### src/rtl/idu_decq.sv
// idu_decq: decode queue between the IFU and idu1.
// Raw instructions are buffered in a DEPTH-entry FIFO. The FIFO head is
// decoded and captured into a registered idu0_out_t packet. The stage
// supports a synchronous pipeline flush.
// Optional feature: define IDU_DECQ_BYPASS_EN to let an instruction that
// arrives at an empty queue load straight into the output register.

package idu_decq_pkg;
  localparam int unsigned XLEN      = 32;
  localparam int unsigned INSTR_LEN = 32;

  // Decoded packet handed to idu1.
  typedef struct packed {
    logic [INSTR_LEN-1:0] instr;
    logic [XLEN-1:0]      instr_tag;
    logic                 legal;
    logic                 alu;
    logic                 pc;      // auipc: operand is the PC
    logic                 shift;
    logic                 load;
    logic                 store;
    logic                 condbr;
    logic                 jal;
    logic                 jalr;
    logic                 imm20;
    logic                 imm12;
    logic                 rs1;     // rs1 is read
    logic                 rs2;     // rs2 is read
    logic                 rd;      // rd is written
    logic [4:0]           rs1_addr;
    logic [4:0]           rs2_addr;
    logic [4:0]           rd_addr;
    logic [4:0]           shamt;
    logic [XLEN-1:0]      imm;
    logic                 imm_valid;
  } idu0_out_t;

  // RV32I decode table; unknown encodings come back with legal=0.
  function automatic idu0_out_t decode(input logic [INSTR_LEN-1:0] i,
                                       input logic [XLEN-1:0]      tag);
    idu0_out_t  p;
    logic [2:0] f3;
    logic [6:0] f7;
    f3 = i[14:12];
    f7 = i[31:25];
    p  = '0;
    p.instr     = i;
    p.instr_tag = tag;
    p.rs1_addr  = i[19:15];
    p.rs2_addr  = i[24:20];
    p.rd_addr   = i[11:7];
    p.shamt     = i[24:20];
    case (i[6:0])
      7'b0110111: begin p.legal = 1'b1; p.alu = 1'b1; p.imm20 = 1'b1; p.rd = 1'b1; end
      7'b0010111: begin p.legal = 1'b1; p.alu = 1'b1; p.pc = 1'b1; p.imm20 = 1'b1; p.rd = 1'b1; end
      7'b1101111: begin p.legal = 1'b1; p.jal = 1'b1; p.rd = 1'b1; end
      7'b1100111: begin
        p.legal = (f3 == 3'd0);
        p.jalr = 1'b1; p.imm12 = 1'b1; p.rs1 = 1'b1; p.rd = 1'b1;
      end
      7'b1100011: begin
        p.legal  = (f3 != 3'd2) && (f3 != 3'd3);
        p.condbr = 1'b1; p.rs1 = 1'b1; p.rs2 = 1'b1;
      end
      7'b0000011: begin
        p.legal = (f3 inside {3'd0, 3'd1, 3'd2, 3'd4, 3'd5});
        p.load  = 1'b1; p.rs1 = 1'b1; p.rd = 1'b1;
      end
      7'b0100011: begin
        p.legal = (f3 inside {3'd0, 3'd1, 3'd2});
        p.store = 1'b1; p.rs1 = 1'b1; p.rs2 = 1'b1;
      end
      7'b0010011: begin
        p.shift = (f3 == 3'd1) || (f3 == 3'd5);
        if (f3 == 3'd1)      p.legal = (f7 == 7'h00);
        else if (f3 == 3'd5) p.legal = (f7 == 7'h00) || (f7 == 7'h20);
        else                 p.legal = 1'b1;
        p.alu = 1'b1; p.imm12 = 1'b1; p.rs1 = 1'b1; p.rd = 1'b1;
      end
      7'b0110011: begin
        p.legal = (f7 == 7'h00) || ((f7 == 7'h20) && ((f3 == 3'd0) || (f3 == 3'd5)));
        p.alu   = 1'b1; p.shift = (f3 == 3'd1) || (f3 == 3'd5);
        p.rs1   = 1'b1; p.rs2 = 1'b1; p.rd = 1'b1;
      end
      default: p.legal = 1'b0;
    endcase
    p.imm = ({XLEN{p.imm20}}  & {i[31:12], 12'b0})
          | ({XLEN{p.imm12}}  & {{20{i[31]}}, i[31:20]})
          | ({XLEN{p.condbr}} & {{19{i[31]}}, i[31], i[7], i[30:25], i[11:8], 1'b0})
          | ({XLEN{p.load}}   & {{20{i[31]}}, i[31:20]})
          | ({XLEN{p.store}}  & {{20{i[31]}}, i[31:25], i[11:7]})
          | ({XLEN{p.jal}}    & {{11{i[31]}}, i[31], i[19:12], i[20], i[30:21], 1'b0});
    p.imm_valid = p.imm20 | p.imm12 | p.condbr | p.load | p.store | p.jal;
    return p;
  endfunction
endpackage

module idu_decq
  import idu_decq_pkg::*;
#(
  parameter int unsigned DEPTH = 4,
  parameter int unsigned CNT_W = $clog2(DEPTH + 1)
) (
  input  logic                 clk,
  input  logic                 rst_n,
  input  logic [INSTR_LEN-1:0] instr,
  input  logic                 instr_valid,
  input  logic [XLEN-1:0]      instr_tag,
  output logic                 instr_ready,
  input  logic                 flush,
  input  logic                 idu1_ready,
  output idu0_out_t            idu0_out,
  output logic                 idu0_out_valid,
  output logic [CNT_W-1:0]     q_count
);
  localparam int unsigned PTR_W = $clog2(DEPTH);

  logic [INSTR_LEN-1:0] mem_instr [DEPTH];
  logic [XLEN-1:0]      mem_tag   [DEPTH];
  logic [PTR_W-1:0]     wr_ptr, rd_ptr;

  logic                 accept, fifo_wr, deq, out_ld, bypass;
  logic [INSTR_LEN-1:0] dec_instr;
  logic [XLEN-1:0]      dec_tag;
  idu0_out_t            dec_pkt;

  // Ready is a function of registered occupancy only, so idu1_ready never
  // reaches instr_ready combinationally.
  assign instr_ready = (q_count != CNT_W'(DEPTH));
  assign out_ld      = ~idu0_out_valid | idu1_ready;
  assign accept      = instr_valid & instr_ready & ~flush;
  assign fifo_wr     = accept & ~bypass;
  assign deq         = out_ld & (q_count != '0) & ~flush;
  assign dec_pkt     = decode(dec_instr, dec_tag);

  // Select the decode source: FIFO head, or the incoming word on a bypass load.
  always_comb begin
    // NOTE: every always_comb output gets a default first so no path can infer a latch.
    bypass    = 1'b0;
    dec_instr = mem_instr[rd_ptr];
    dec_tag   = mem_tag[rd_ptr];
`ifdef IDU_DECQ_BYPASS_EN
    bypass = (q_count == '0) & out_ld & accept;
    if (bypass) begin
      dec_instr = instr;
      dec_tag   = instr_tag;
    end
`endif
  end

  // FIFO storage write.
  // NOTE: storage has no reset; q_count alone decides which entries are live.
  always_ff @(posedge clk) begin
    if (fifo_wr) begin
      mem_instr[wr_ptr] <= instr;
      mem_tag[wr_ptr]   <= instr_tag;
    end
  end

  // Pointers and occupancy; flush wins over enqueue and dequeue.
  always_ff @(posedge clk or negedge rst_n) begin
    // NOTE: sequential state uses non-blocking assignments only.
    if (!rst_n) begin
      wr_ptr  <= '0;
      rd_ptr  <= '0;
      q_count <= '0;
    end else if (flush) begin
      wr_ptr  <= '0;
      rd_ptr  <= '0;
      q_count <= '0;
    end else begin
      if (fifo_wr) wr_ptr <= wr_ptr + PTR_W'(1);
      if (deq)     rd_ptr <= rd_ptr + PTR_W'(1);
      q_count <= q_count + CNT_W'(fifo_wr) - CNT_W'(deq);
    end
  end

  // Output register: payload updates only on a load, valid tracks the load.
  always_ff @(posedge clk or negedge rst_n) begin
    if (!rst_n) begin
      idu0_out       <= '0;
      idu0_out_valid <= 1'b0;
    end else if (flush) begin
      idu0_out_valid <= 1'b0;
    end else if (out_ld) begin
      idu0_out_valid <= deq | bypass;
      if (deq | bypass) idu0_out <= dec_pkt;
    end
  end
endmodule

### config.mk
export PLATFORM = sky130hd
export DESIGN_NAME = idu_decq
export DESIGN_NICKNAME = d
export VERILOG_FILES = /design/src/rtl/idu_decq.sv
export SDC_FILE = /design/constraint.sdc
export NUM_CORES = 1
export LEC_CHECK = 0
export ABC_CLOCK_PERIOD_IN_PS = 2600
export BUFFER_PORTS_ARGS = -buffer_cell sky130_fd_sc_hd__buf_2
export CORE_UTILIZATION = 40
export CTS_CLUSTER_DIAMETER = 150
export CTS_CLUSTER_SIZE = 8
export DETAILED_ROUTE_END_ITERATION = 6
export GPL_TIMING_DRIVEN = 0
export PLACE_DENSITY = 0.7
export SYNTH_ARGS = -nofsm -noshare
export SYNTH_HDL_FRONTEND = slang
export SYNTH_SLANG_ARGS = --single-unit
### constraint.sdc
create_clock -name clk -period 2.6 [get_ports clk]
set_input_delay 0.26 -clock clk [delete_from_list [all_inputs] [get_ports clk]]
set_output_delay 0.26 -clock clk [all_outputs]
set_load 0.02 [all_outputs]
; After elaboration in Yosys (flattened, before gate mapping)
; Memory sizes are Yosys's and may differ from the RTL's. A register that Yosys moved wholly into a read port is not among the register bits.
; Cells that the tools add are included.
[word_totals]
register_bits = 102
latchBits = 0
ramBits = 256
romBits = 0
inputBits = 69
output_inout_bits = 136
memories = 2
[memory_table]
columns = name, depth, width, read_ports, rd_clocked_by_memory_dff, wr, line_no
row1 = mem_instr, 4, 32, 1, 0, 1, 118  ; logic [INSTR_LEN-1:0] mem_instr [DEPTH];
row2 = mem_tag, 4, 32, 1, 1, 1, 119  ; logic [XLEN-1:0] mem_tag [DEPTH];
[op_classes]
add_sub_neg = 4
multipliers = 0
div_mod_pow = 0
order_cmp = 0
n_eq_ne = 17
shifts = 0
muxes = 25
bitwise_logic = 23
reduce_logical = 24
[ops]
columns = op, n
row1 = $and A32 B32 Y32, 6
row2 = $or A32 B32 Y32, 5
row3 = $eq A7 B6 Y1 const B, 4
row4 = $eq A7 B7 Y1 const B, 3
row5 = $mux W1, 19
row6 = $eq A7 B5 Y1 const B, 2
row7 = $mux W2, 4
row8 = $eq A7 B2 Y1 const B, 1
row9 = $logic_not A7 Y1, 1
row10 = $pmux W1 S7, 1
row11 = $reduce_or A7 Y1, 1
row12 = $eq A3 B3 Y1 const B, 2
row13 = $ne A3 B2 Y1 const B, 2
row14 = $or A1 B1 Y1, 6
row15 = $reduce_bool A2 Y1, 3
row16 = $reduce_bool A3 Y1, 2
row17 = $reduce_or A2 Y1, 3
row18 = $reduce_or A3 Y1, 2
row19 = $reduce_or A6 Y1, 1
row20 = $reduce_bool A5 Y1, 1
row21 = $add A2 B1 Y2 const B, 2
row22 = $and A1 B1 Y1, 4
row23 = $logic_or A1 B1 Y1, 4
row24 = $reduce_or A4 Y1, 1
row25 = other kinds (11), 13

; Longest topological paths before layout
; Gate-level depths: netlist of the first run.
; An unclocked memory read counts as a cell.
[depth]
word_depth = 10
ltp_mapped = 13

; Worst setup path before layout of the first run
; Ideal clock, no wire load.
[synth_path]
path_kind = register to register
start = register q_count[1]
end = memory mem_instr[0][0], enable pin
setup_time_ps = 429
t_arrival_ps = 2666
required_time_ps = 2171
slack_ps = -495
path_stages_with_launch = 6
synth_period_minus_slack_ps = 3095
path_cell_list = dfrtp_1 > nor2_1 > nand2_1 > nand2_1 > nor2_1 > and2_1
[synth_between]
elab_chain_cells = 5
[synth_rtl]
columns = item, line_no
row1 = start: declaration, 114  ; output logic [CNT_W-1:0] q_count
row2 = start signal: assignment, 174  ; q_count <= q_count + CNT_W'(fifo_wr) - CNT_W'(deq);
row3 = $ne A3 B3 Y1, 129  ; assign instr_ready = (q_count != CNT_W'(DEPTH));
row4 = net instr_ready, 109  ; output logic instr_ready,
row5 = $and A1 B1 Y1 (2 in a row), 131  ; assign accept = instr_valid & instr_ready & ~flush;
row6 = $mux W1, 154  ; if (fifo_wr) begin
row7 = $mux W1 (implied by the code), 155  ; mem_instr[wr_ptr] <= instr;
row8 = end: declaration, 118
; The timed path passes the listed nets, and every way through them passes these cells.

; Worst setup path after layout of the first run
[layout_path]
start = register rd_ptr[0]
end = register idu0_out[15] (netlist bit)
[layout_between]
elab_chain_cells = 10
elab_cells_between_ends = 28
cone_classes = eq/ne (8) / mux (6) / bitwise (11) / reduce/logical (2) / memory (1)
[layout_rtl]
columns = item, line_no
row1 = start: declaration, 120  ; logic [PTR_W-1:0] wr_ptr, rd_ptr;
row2 = start signal: assignment, 173  ; if (deq) rd_ptr <= rd_ptr + PTR_W'(1);
row3 = $mem_v2 Z4 W32 *, -
row4 = $eq A7 B5 Y1 (tied with other cells), 53  ; case (i[6:0])
row5 = $reduce_or A2 Y1 (no source line), -
row6 = $mux W1, 53
row7 = $and A32 B32 Y32 (on tied branches), "87, 88"
row8 = $or A32 B32 Y32, 88  ; | ({XLEN{p.imm12}} & {{20{i[31]}}, i[31:20]})
row9 = $or A32 B32 Y32, 89  ; | ({XLEN{p.condbr}} & {{19{i[31]}}, i[31], i[7], i[30:25], i[11:8], 1'b0})
row10 = $or A32 B32 Y32, 90  ; | ({XLEN{p.load}} & {{20{i[31]}}, i[31:20]})
row11 = $or A32 B32 Y32, 91  ; | ({XLEN{p.store}} & {{20{i[31]}}, i[31:25], i[11:7]})
row12 = $or A32 B32 Y32 *, 92  ; | ({XLEN{p.jal}} & {{11{i[31]}}, i[31], i[19:12], i[20], i[30:21], 1'b0});
row13 = end signal: assignment, 187  ; if (deq | bypass) idu0_out <= dec_pkt;
row14 = end: declaration, 112  ; output idu0_out_t idu0_out,
; Mark *: on every way between the ends. The rest lies on a longest branch, timed or not.
; A chain may end at the register's enable or synchronous reset.

==> results of run 1 <==
==> stage by stage <==
stage          power [mW]  TNS, ps  hold slack [ps]  setup WS [ps]  cell area [µm²]
4_1_cts             20.78   -71.77            29.97         -71.77            18350
6_report            20.68        0            30.19          95.20            18450
2_1_floorplan       12.09        0           -35.59          4.298            14430
5_1_grt             21.75        0            68.84          1.951            18440
3_5_place_dp        14.42    -7804            325.7         -461.2            16160
3_3_place_gp        14.27  -129900            456.3         -723.2            16020
==> power by group through the flow <==
stage / clock network [mW] / logic [mW] / registers, mW
3_3_place_gp: 0 / 6.19 / 8.08
5_1_grt: 6.55 / 7.08 / 8.12
6_report: 6.18 / 6.48 / 8.02
4_1_cts: 6.32 / 6.44 / 8.02
3_5_place_dp: 0 / 6.31 / 8.11
2_1_floorplan: 0 / 3.17 / 8.91
==> layer usage <==
metal / track usage [%] / wire (µm) / part of all wire, % / vias up
li1: - / - / - / 3989
met1: 24.99 / 14280 / 41 / 4403
met2: 32.82 / 17470 / 50 / 320
met3: 4.495 / 2667 / 7.6 / 59
met4: 5.128 / 613 / 1.7 / 0
met5: 0 / 0 / 0 / -
==> cell families (layout without fill, tap and decap cells) <==
group	count (synthesis)	after routing	synth area share, %
fa+ha+maj	7	7	0.6605
flops	375	375	74.08
mux	65	65	10.14
buf+inv	73	450	2.746
compound gates	70	70	3.407
xor+xnor	5	5	0.3042
simple gates	302	302	8.664
other cells	0	1	0
==> placed cells by master (no fill, tap or decap), drive strengths merged, types with 13 or more instances in the layout <==
cell type,n
a31oi,13
mux4,64
o21ai,14
nor2,35
dlygate4sd3,66
edfxtp,256
clkbuf,121
buf,253
dfrtp,119
nand2,232
==> tightest hold or removal path: cells and delay by family <==
kind | cells | cell delay, ps
buf+inv | 1 | 100
simple gates | 3 | 170
==> cell type report <==
cell class,count,share of cell area [%]
clock inverters,2,0.09496
flip-flops and latches,375,57.84
multi-input cells,449,18.34
repair buffers,282,10.15
clock buffers,94,8.024
well taps,461,3.127
inverters,8,0.1764
diodes,1,0.01357
plain buffers,64,2.232
==> state kept, by name, indices dropped and copies added (netlist names) <==
signal and flops:
idu0_out 111, idu0_out_valid 1, mem_instr 128, mem_tag 128
q_count 3, rd_ptr 2, wr_ptr 2
==> final timing paths <==
kind                               from             end  slack, ps  cells past startpoint
setup / recovery              rd_ptr[0]    idu0_out[15]        100                      5
hold / removal               idu1_ready  idu0_out_valid         30                      4
setup reg to reg              rd_ptr[0]    idu0_out[15]        100                      5
hold reg to reg            idu0_out[89]    idu0_out[89]        470                      2
max in group asynchronous         rst_n      q_count[2]       1550                      3
min in group asynchronous         rst_n   idu0_out[106]        300                      2
==> timing repair <==
action,CTS,global route
cloned,0,0
buffers inserted,0,8
resized for setup,8,15
hold endpoints to repair,327,0
hold buffers,66,0
setup endpoints to repair,62,31
pin swaps,0,4
==> results.md, run 1 <==
* Logic pwr share at 31.3%
* Arr. time, crit path at 2960 ps
* Maximum VDD drop at 0.0007043 V
* Clock Sinks at 375
* Most frequent cell after synthesis: edfxtp_1
* Finished Layout Cells at 1,736
* Post-layout util at 51.99%
* Fin. Hold Viols at 0
* Sequential fraction of the synthesis area at 74.08%
* CP required at 3050 ps
* GRT Resource Usage Total at 19.37%
* Vias/cell at 5.052
* Leak at 7.396 nW
* DIE WIDTH at 191.7 µm
* Syn-to-layout area delta at 28.12%
* Post-Synthesis Cell Area at 14,400 µm²
* Initial Utilization at 40.58%
* Maximum clock path buffer count at 3
* Die area at 36,760 µm²
* # setup viols final at 0
* DP Wirelength at 22,420 µm
* Std cell rows at 69
* Crit path capture type: flip-flop
* Net switching power at 6.989 mW
* Status: completed
* Storage element area at 10,670 µm²
* Clock skew at 10.26 ps
* Final Max Tran Viols at 0
* Fill cells at 2,924
* Initial drt markers at 555
* TritonCTS clock tree: done
* Most instantiated cells after synthesis: 256 x edfxtp_1, 232 x nand2_1, 119 x dfrtp_1, 62 x mux4_2, 34 x nor2_1
* Top cell type's share of synthesized area at 53.39%
* Clk Latency, worst-skew pair at 550 ps
* Startpoint class of the critical path: flip-flop
* Crit-path max cell delay at 810 ps
* Top Family by Delay on Critical Path: simple AND/OR/NAND/NOR gates
* Internal power at 13.69 mW
* Initial antenna violation count at 1
* Multi-input logic area at 3383 µm²
* Count of buffer and inverter cells on the critical path at 0
* Drt pass-1 iters at 5
* Slew HR at 41.72%
* Critical-path cell list: mux4_1 > nor2b_1 > and4bb_2 > nand3_1 > o211ai_1
* Worst-path clk slew at 50 ps
* RSZ-0062 raised after global routing: no
* Port bufs at 203
* Placed Instances at 1,566
* Core Box Area at 35,480 µm²
* HP Class: in2reg
* Clk network pwr share at 29.9%
* Top FF cell, synth: edfxtp_1
* Actual slew at the worst max-slew pin at 874.2 ps
* Post-detailed-route DRC marker count at 0
* Max Clk Rate at 399.2 MHz
* Area leader, netlist: edfxtp_1
* Root buf cell: clkbuf_16
* Minimum clock period at 2505 ps
* Cell Pwr Density at 1121 nW/µm²
* #FFs+latches synth at 375
* Share of cells above drive strength 1 at 31.48%
* Net Count, Synth at 973
* Max-cap violations at 0
* Vias at 8,771
* Yosys warns at 0
* Chip height at 191.7 µm
* Num CTS Buffers at 52
* Post-Route WL at 35,030 µm
* Avg Cell Area, Syn at 16.05 µm²
* Largest cells by area after synthesis: edfxtp_1 53%, dfrtp_1 21%, mux4_2 9.7%, nand2_1 6.0%, buf_4 1.1%
* Vias in the first global route at 8,901
* First-pass GRT wire length at 52,600 µm
* Flop pwr share at 38.8%
* Global placement routability congestion at 0.8724
* Setup Crit Path Kind: reg2reg
* Critical path's slowest cell: mux4_1
* Largest net degree at the start of global routing at 72
* Total Nets Final at 1,308
* Post-synth EDFFs at 256
* Antenna Nets Post-Route at 0
* WL/cell at 20.18 µm
* CP max FO at 10
* Post-Synthesis Cells at 897
* Overflow after GRT at 0
* Async SR Flop Fraction at 31.73%
* Switch share at 33.79%
* Synth cell types at 50
* Period utilisation layout at 96.34%
* H-tree depth at 2
* Io pins at 205
No activity file was read; power rests on OpenSTA's default activity.
==> run 2: changes to the inputs <==
Settings changed: CORE_UTILIZATION 40 to 51, PLACE_DENSITY 0.7 to 0.84, RECOVER_POWER set to 25.
==> run 2 against run 1 <==
Effect of this change: count of clock-buffer cells in the layout unchanged; clock skew rose by 0.90 ps; first-iteration DRC count increased by 50%; core utilization rose by 13 points; largest power group unchanged.
==> results.md, run 2 (synthesis results as in run 1) <==
* Total Nets Final at 1,298
* R2R depth at 7
* Vias in the first global route at 9,120
* Most common cell after layout, fill and taps aside: edfxtp_1
* # setup viols final at 0
* Most frequent cells in the layout: 256 x edfxtp_1, 232 x nand2_1, 165 x buf_2
* Vias/cell at 5.403
* Max-cap violations at 0
* Drt pass-1 iters at 5
* Flop pwr share at 39.2%
* Largest net degree at the start of global routing at 84
* GRT Resource Usage Total at 24.40%
* Die area at 28,910 µm²
* Setup Crit Path Kind: reg2reg
* Core Box Area at 27,780 µm²
* Global placement routability congestion at 0.8846
* First-pass GRT wire length at 51,910 µm
* DIE WIDTH at 170.0 µm
* Minimum clock period at 2509 ps
* Internal power at 13.57 mW
* CP required at 3070 ps
* Status: completed
* Actual slew at the worst max-slew pin at 1128 ps
* Fill cells at 2,019
* Io pins at 205
* Initial drt markers at 833
* Root buf cell: clkbuf_16
* Chip height at 170.0 µm
* Cell Pwr Density at 1128 nW/µm²
* RSZ-0062 raised after global routing: yes
* Maximum clock path buffer count at 3
* Vias at 8,867
* Port bufs at 203
* Arr. time, crit path at 2980 ps
* Largest regs: mem_instr (128), mem_tag (128), idu0_out (111)
* H-tree depth at 2
* Num CTS Buffers at 52
* Post-DP Area at 16,060 µm²
* Hold Path Cell Cnt at 3
* DP Wirelength at 21,280 µm
* Post-CTS setup buffers at 0
* Pwr Total at 20.46 mW
* Max Clk Rate at 398.5 MHz
* Initial antenna violation count at 1
* Maximum VDD drop at 0.0007039 V
* Logic pwr share at 31.1%
* HP Class: in2reg
* Startpoint class of the critical path: flip-flop
* Final Max Tran Viols at 0
* Fin area at 18,140 µm²
* Slew HR at 24.78%
* Clk network pwr share at 29.7%
* Clock skew at 11.16 ps
* Crit path capture type: flip-flop
* Leak at 7.188 nW
* Post-detailed-route DRC marker count at 0
* Switch share at 33.65%
* Initial Utilization at 51.82%
* Post-Route WL at 33,890 µm
* Clock Sinks at 375
* Antenna Nets Post-Route at 0
* Net switching power at 6.885 mW
* Std cell rows at 61
* Share of cells above drive strength 1 at 27.02%
* Overflow after GRT at 0
* Clk Latency, worst-skew pair at 540 ps
* Syn-to-layout area delta at 26.01%
* Fin. Hold Viols at 0
* Period utilisation layout at 96.51%
* TritonCTS clock tree: done
* Worst-path clk slew at 50 ps
* WL/cell at 20.65 µm
* CP max FO at 10
[run 2: changes by cell type in the layout (fill, tap and decap cells not counted), moves of 2 or more]
cell      previous run  this run
clkbuf_1            58       107
buf_2              212       165
buf_4               30        22
inv_6                2         0
mux4_1               2         0
mux4_2              62        64
[run 2: metrics by stage]
step | hold slack, ps | cells | TNS, ps | worst slack [ps] | utilization (%)
after floorplan | -35.59 | 897 | 0 | 4.298 | -
final | 20.21 | 1641 | 0 | 90.79 | 65.30
after global placement | 454.8 | 1478 | -90380 | -621.2 | 57.28
after CTS | 1.714 | 1640 | 0 | 60.68 | 65.45
after detailed placement | 208.0 | 1483 | -2686 | -381.8 | 57.79
after global routing | 28.26 | 1640 | -57.00 | -23.62 | 65.29
[run 2: path summary, 6_finish.rpt]
| check | start | to | slack [ps] |
|---|---|---|---|
| max | idu0_out_valid | idu0_out[80] | 90 |
| min | instr_valid | wr_ptr[1] | 20 |
| max reg2reg | idu0_out_valid | idu0_out[80] | 90 |
| min reg2reg | idu0_out[89] | idu0_out[89] | 470 |
| max in group asynchronous | rst_n | idu0_out[69] | 1150 |
| min in group asynchronous | rst_n | idu0_out[102] | 470 |
[run 2: timing repair]
action	4_1_cts	5_1_grt
hold endpoints to repair	292	0
resized for setup	4	13
setup endpoints to repair	33	14
hold buffers	65	0
cloned	0	0
[run 2: area by class of cell]
cell class	count	area (µm²)	share of cell area, %
antenna	1	2.502	0.01379
buffer	63	389.1	2.145
clock buffer	94	1480	8.159
inverter	8	30.03	0.1655
multi-input combinational	449	3361	18.52
sequential	375	10670	58.81
tap	378	473.0	2.607
timing repair buffer	273	1738	9.579
[run 2: worst max-delay path: stages, from the launching register on]
cell	delay [ps]
dfrtp_1	370
nor2b_1	160
or3_4	400
inv_2	130
clkbuf_1	550
clkbuf_1	520
nand2_1	180
nand2_1	120
[run 2: metal layers]
| layer | part of all wire (%) | wire (µm) | global-route usage (%) |
|---|---|---|---|
| met5 | 0 | 0 | 0 |
| met4 | 2.3 | 768 | 7.873 |
| met2 | 51 | 17140 | 41.41 |
| met3 | 7.9 | 2677 | 5.488 |
| met1 | 39 | 13310 | 31.32 |
[run 2: power by group through the flow]
stage | sequential (mW) | clock [mW] | combinational [mW]
after global routing | 8.11 | 6.46 | 6.90
final | 8.02 | 6.08 | 6.36
after global placement | 8.07 | 0 | 6.06
after CTS | 8.01 | 6.19 | 6.37
after detailed placement | 8.10 | 0 | 6.24
after floorplan | 8.91 | 0 | 3.17
==> run 3: changes to the inputs <==
Settings changed: BUFFER_PORTS_ARGS -buffer_cell sky130_fd_sc_hd__buf_2 to -buffer_cell sky130_fd_sc_hd__buf_4.
==> run 3 against run 2 <==
Effect of this change: global-route usage down 0.071 points; count of clock-buffer cells in the layout down 1; power up 2.7%; the flow now finishes with violations (capacitance limit, slew limit); critical path depth down 2.
==> results.md, run 3 (synthesis results as in run 1) <==
* Routed met3 length at 2488 µm
* Antenna Nets Post-Route at 0
* Initial Utilization at 51.82%
* Root buf cell: clkbuf_16
* Final Worst Setup Slack at 106.7 ps
* GRT Resource Usage Total at 24.33%
* Critical path's slowest cell: mux4_1
* DIE WIDTH at 170.0 µm
* Hold Path Cell Cnt at 4
* Leak at 7.264 nW
* Std cell rows at 61
* Failing checks: capacitance limit, slew limit
* WL/cell at 20.75 µm
* Final Max Tran Viols at 25
* Critical-path cell list: mux4_1 > nor2b_1 > and4bb_2 > nand3_1 > o211ai_1
* Reg-to-reg endpoint: idu0_out[17]
* Post-place setup slack at -451.6 ps
* Syn-to-layout area delta at 28.76%
* Max-cap violations at 1
* Io pins at 205
* R2r startpoint: rd_ptr[0]
* Port bufs at 203
* Fin area at 18,540 µm²
* Count of buffer and inverter cells on the critical path at 0
* ANT cells at 0
* TritonCTS clock tree: done
* Met1 wire length at 13,460 µm
* First-pass GRT wire length at 52,030 µm
* DP Wirelength at 21,420 µm
* Post-Route WL at 34,030 µm
* CP required at 3040 ps
* Initial drt markers at 686
* Num CTS Buffers at 52
* Maximum clock path buffer count at 3
* Die area at 28,910 µm²
* Actual slew at the worst max-slew pin at 1644 ps
* Finished Layout Cells at 1,640
* Fin. Hold Viols at 0
* Maximum VDD drop at 0.0007427 V
* HP Class: in2reg
* Vias at 8,875
* Stages on the worst setup path at 5
* H-tree depth at 2
* Clk Latency, worst-skew pair at 540 ps
* Startpoint class of the critical path: flip-flop
* Arr. time, crit path at 2930 ps
* Chip height at 170.0 µm
* RSZ-0062 raised after global routing: yes
* # setup viols final at 0
* Total Nets Final at 1,299
* Largest net degree at the start of global routing at 96
* Setup TNS at 0 ps
* R2r setup slk at 110 ps
* Share of cells above drive strength 1 at 26.47%
* Max Used Layer: met5
* Period utilisation layout at 95.90%
* CP max FO at 10
* Top Family by Delay on Critical Path: simple AND/OR/NAND/NOR gates
* Vias in the first global route at 9,328
* Worst-path clk slew at 50 ps
* Met2 Routed Length at 17,210 µm
* Core Box Area at 27,780 µm²
* Max Clk Rate at 401.1 MHz
* Global placement routability congestion at 0.8672
* Placed Instances at 1,483
* R2R depth at 5
* Post-CTS setup buffers at 0
* Setup Crit Path Kind: reg2reg
* Crit-path max cell delay at 810 ps
* Drt pass-1 iters at 5
* Overflow after GRT at 0
* Post-detailed-route DRC marker count at 0
* Clock Sinks at 375
* Hold_sp: idu1_ready
* Minimum clock period at 2493 ps
* Vias/cell at 5.412
* Hold Path Sink: idu0_out_valid
* Fill cells at 1,941
* Most frequent cells in the layout: 256 x edfxtp_1, 232 x nand2_1, 173 x buf_4
* Cell Pwr Density at 1133 nW/µm²
* Crit path capture type: flip-flop
* Largest regs: mem_instr (128), mem_tag (128), idu0_out (111)
* Clock skew at 16.92 ps
* Slew HR at -9.616%
* Initial antenna violation count at 1
* Most common cell after layout, fill and taps aside: edfxtp_1
* Status: finished, violations left
* Post-DP Area at 16,570 µm²
run 3: layout make-up:
type                       count  area, µm²  share of cell area [%]
sequential                   375      10670                   57.55
tap                          378      473.0                   2.551
clock buffer                  93       1476                   7.964
buffer                        63      390.4                   2.106
inverter                       8      32.53                  0.1755
multi-input combinational    449       3366                   18.16
timing repair buffer         274       2131                   11.49
run 3: repair_timing:
action / CTS / global route
endpoints found under the hold margin: 281 / 0
hold buffers: 66 / 0
setup endpoints to repair: 45 / 33
resized for setup: 3 / 13
cloned: 0 / 0
run 3: worst reg2reg max path: stages (launching register included):
cell and delay, ps:
dfrtp_1 440, mux4_1 810, nor2b_1 250, and4bb_2 400, nand3_1 310, o211ai_1 200
run 3: how the worst max path moves through the flow:
stage          slack (ps)      endpoint      startpoint
2_1_floorplan           4    q_count[2]  idu0_out_valid
3_3_place_gp         -430    q_count[2]      q_count[1]
3_5_place_dp         -450    q_count[2]      q_count[1]
4_1_cts                30  idu0_out[74]       rd_ptr[1]
5_1_grt                -2  idu0_out[21]       rd_ptr[0]
6_report              110  idu0_out[17]       rd_ptr[0]
run 3: metal layers:
metal	GRT usage, %	up-vias
li1	-	3949
met1	31.31	4469
met2	41.82	381
met3	4.698	74
met4	7.795	2
met5	0	-
run 3: where the power goes:
part	switching [mW]	internal [mW]	leakage [nW]
Combinational	4.00	2.84	2.73
Sequential	0.624	7.45	3.84
Clock	2.33	3.77	0.700
Total	6.95	14.1	7.26
run 3: through the flow:
stage	util, %	hold WS, ps	power (mW)
after floorplan	-	-35.59	12.09
after global placement	59.11	459.6	14.71
after detailed placement	59.64	148.8	14.92
after CTS	67.32	38.94	21.13
after global routing	66.73	62.66	21.99
final	66.73	61.64	21.01
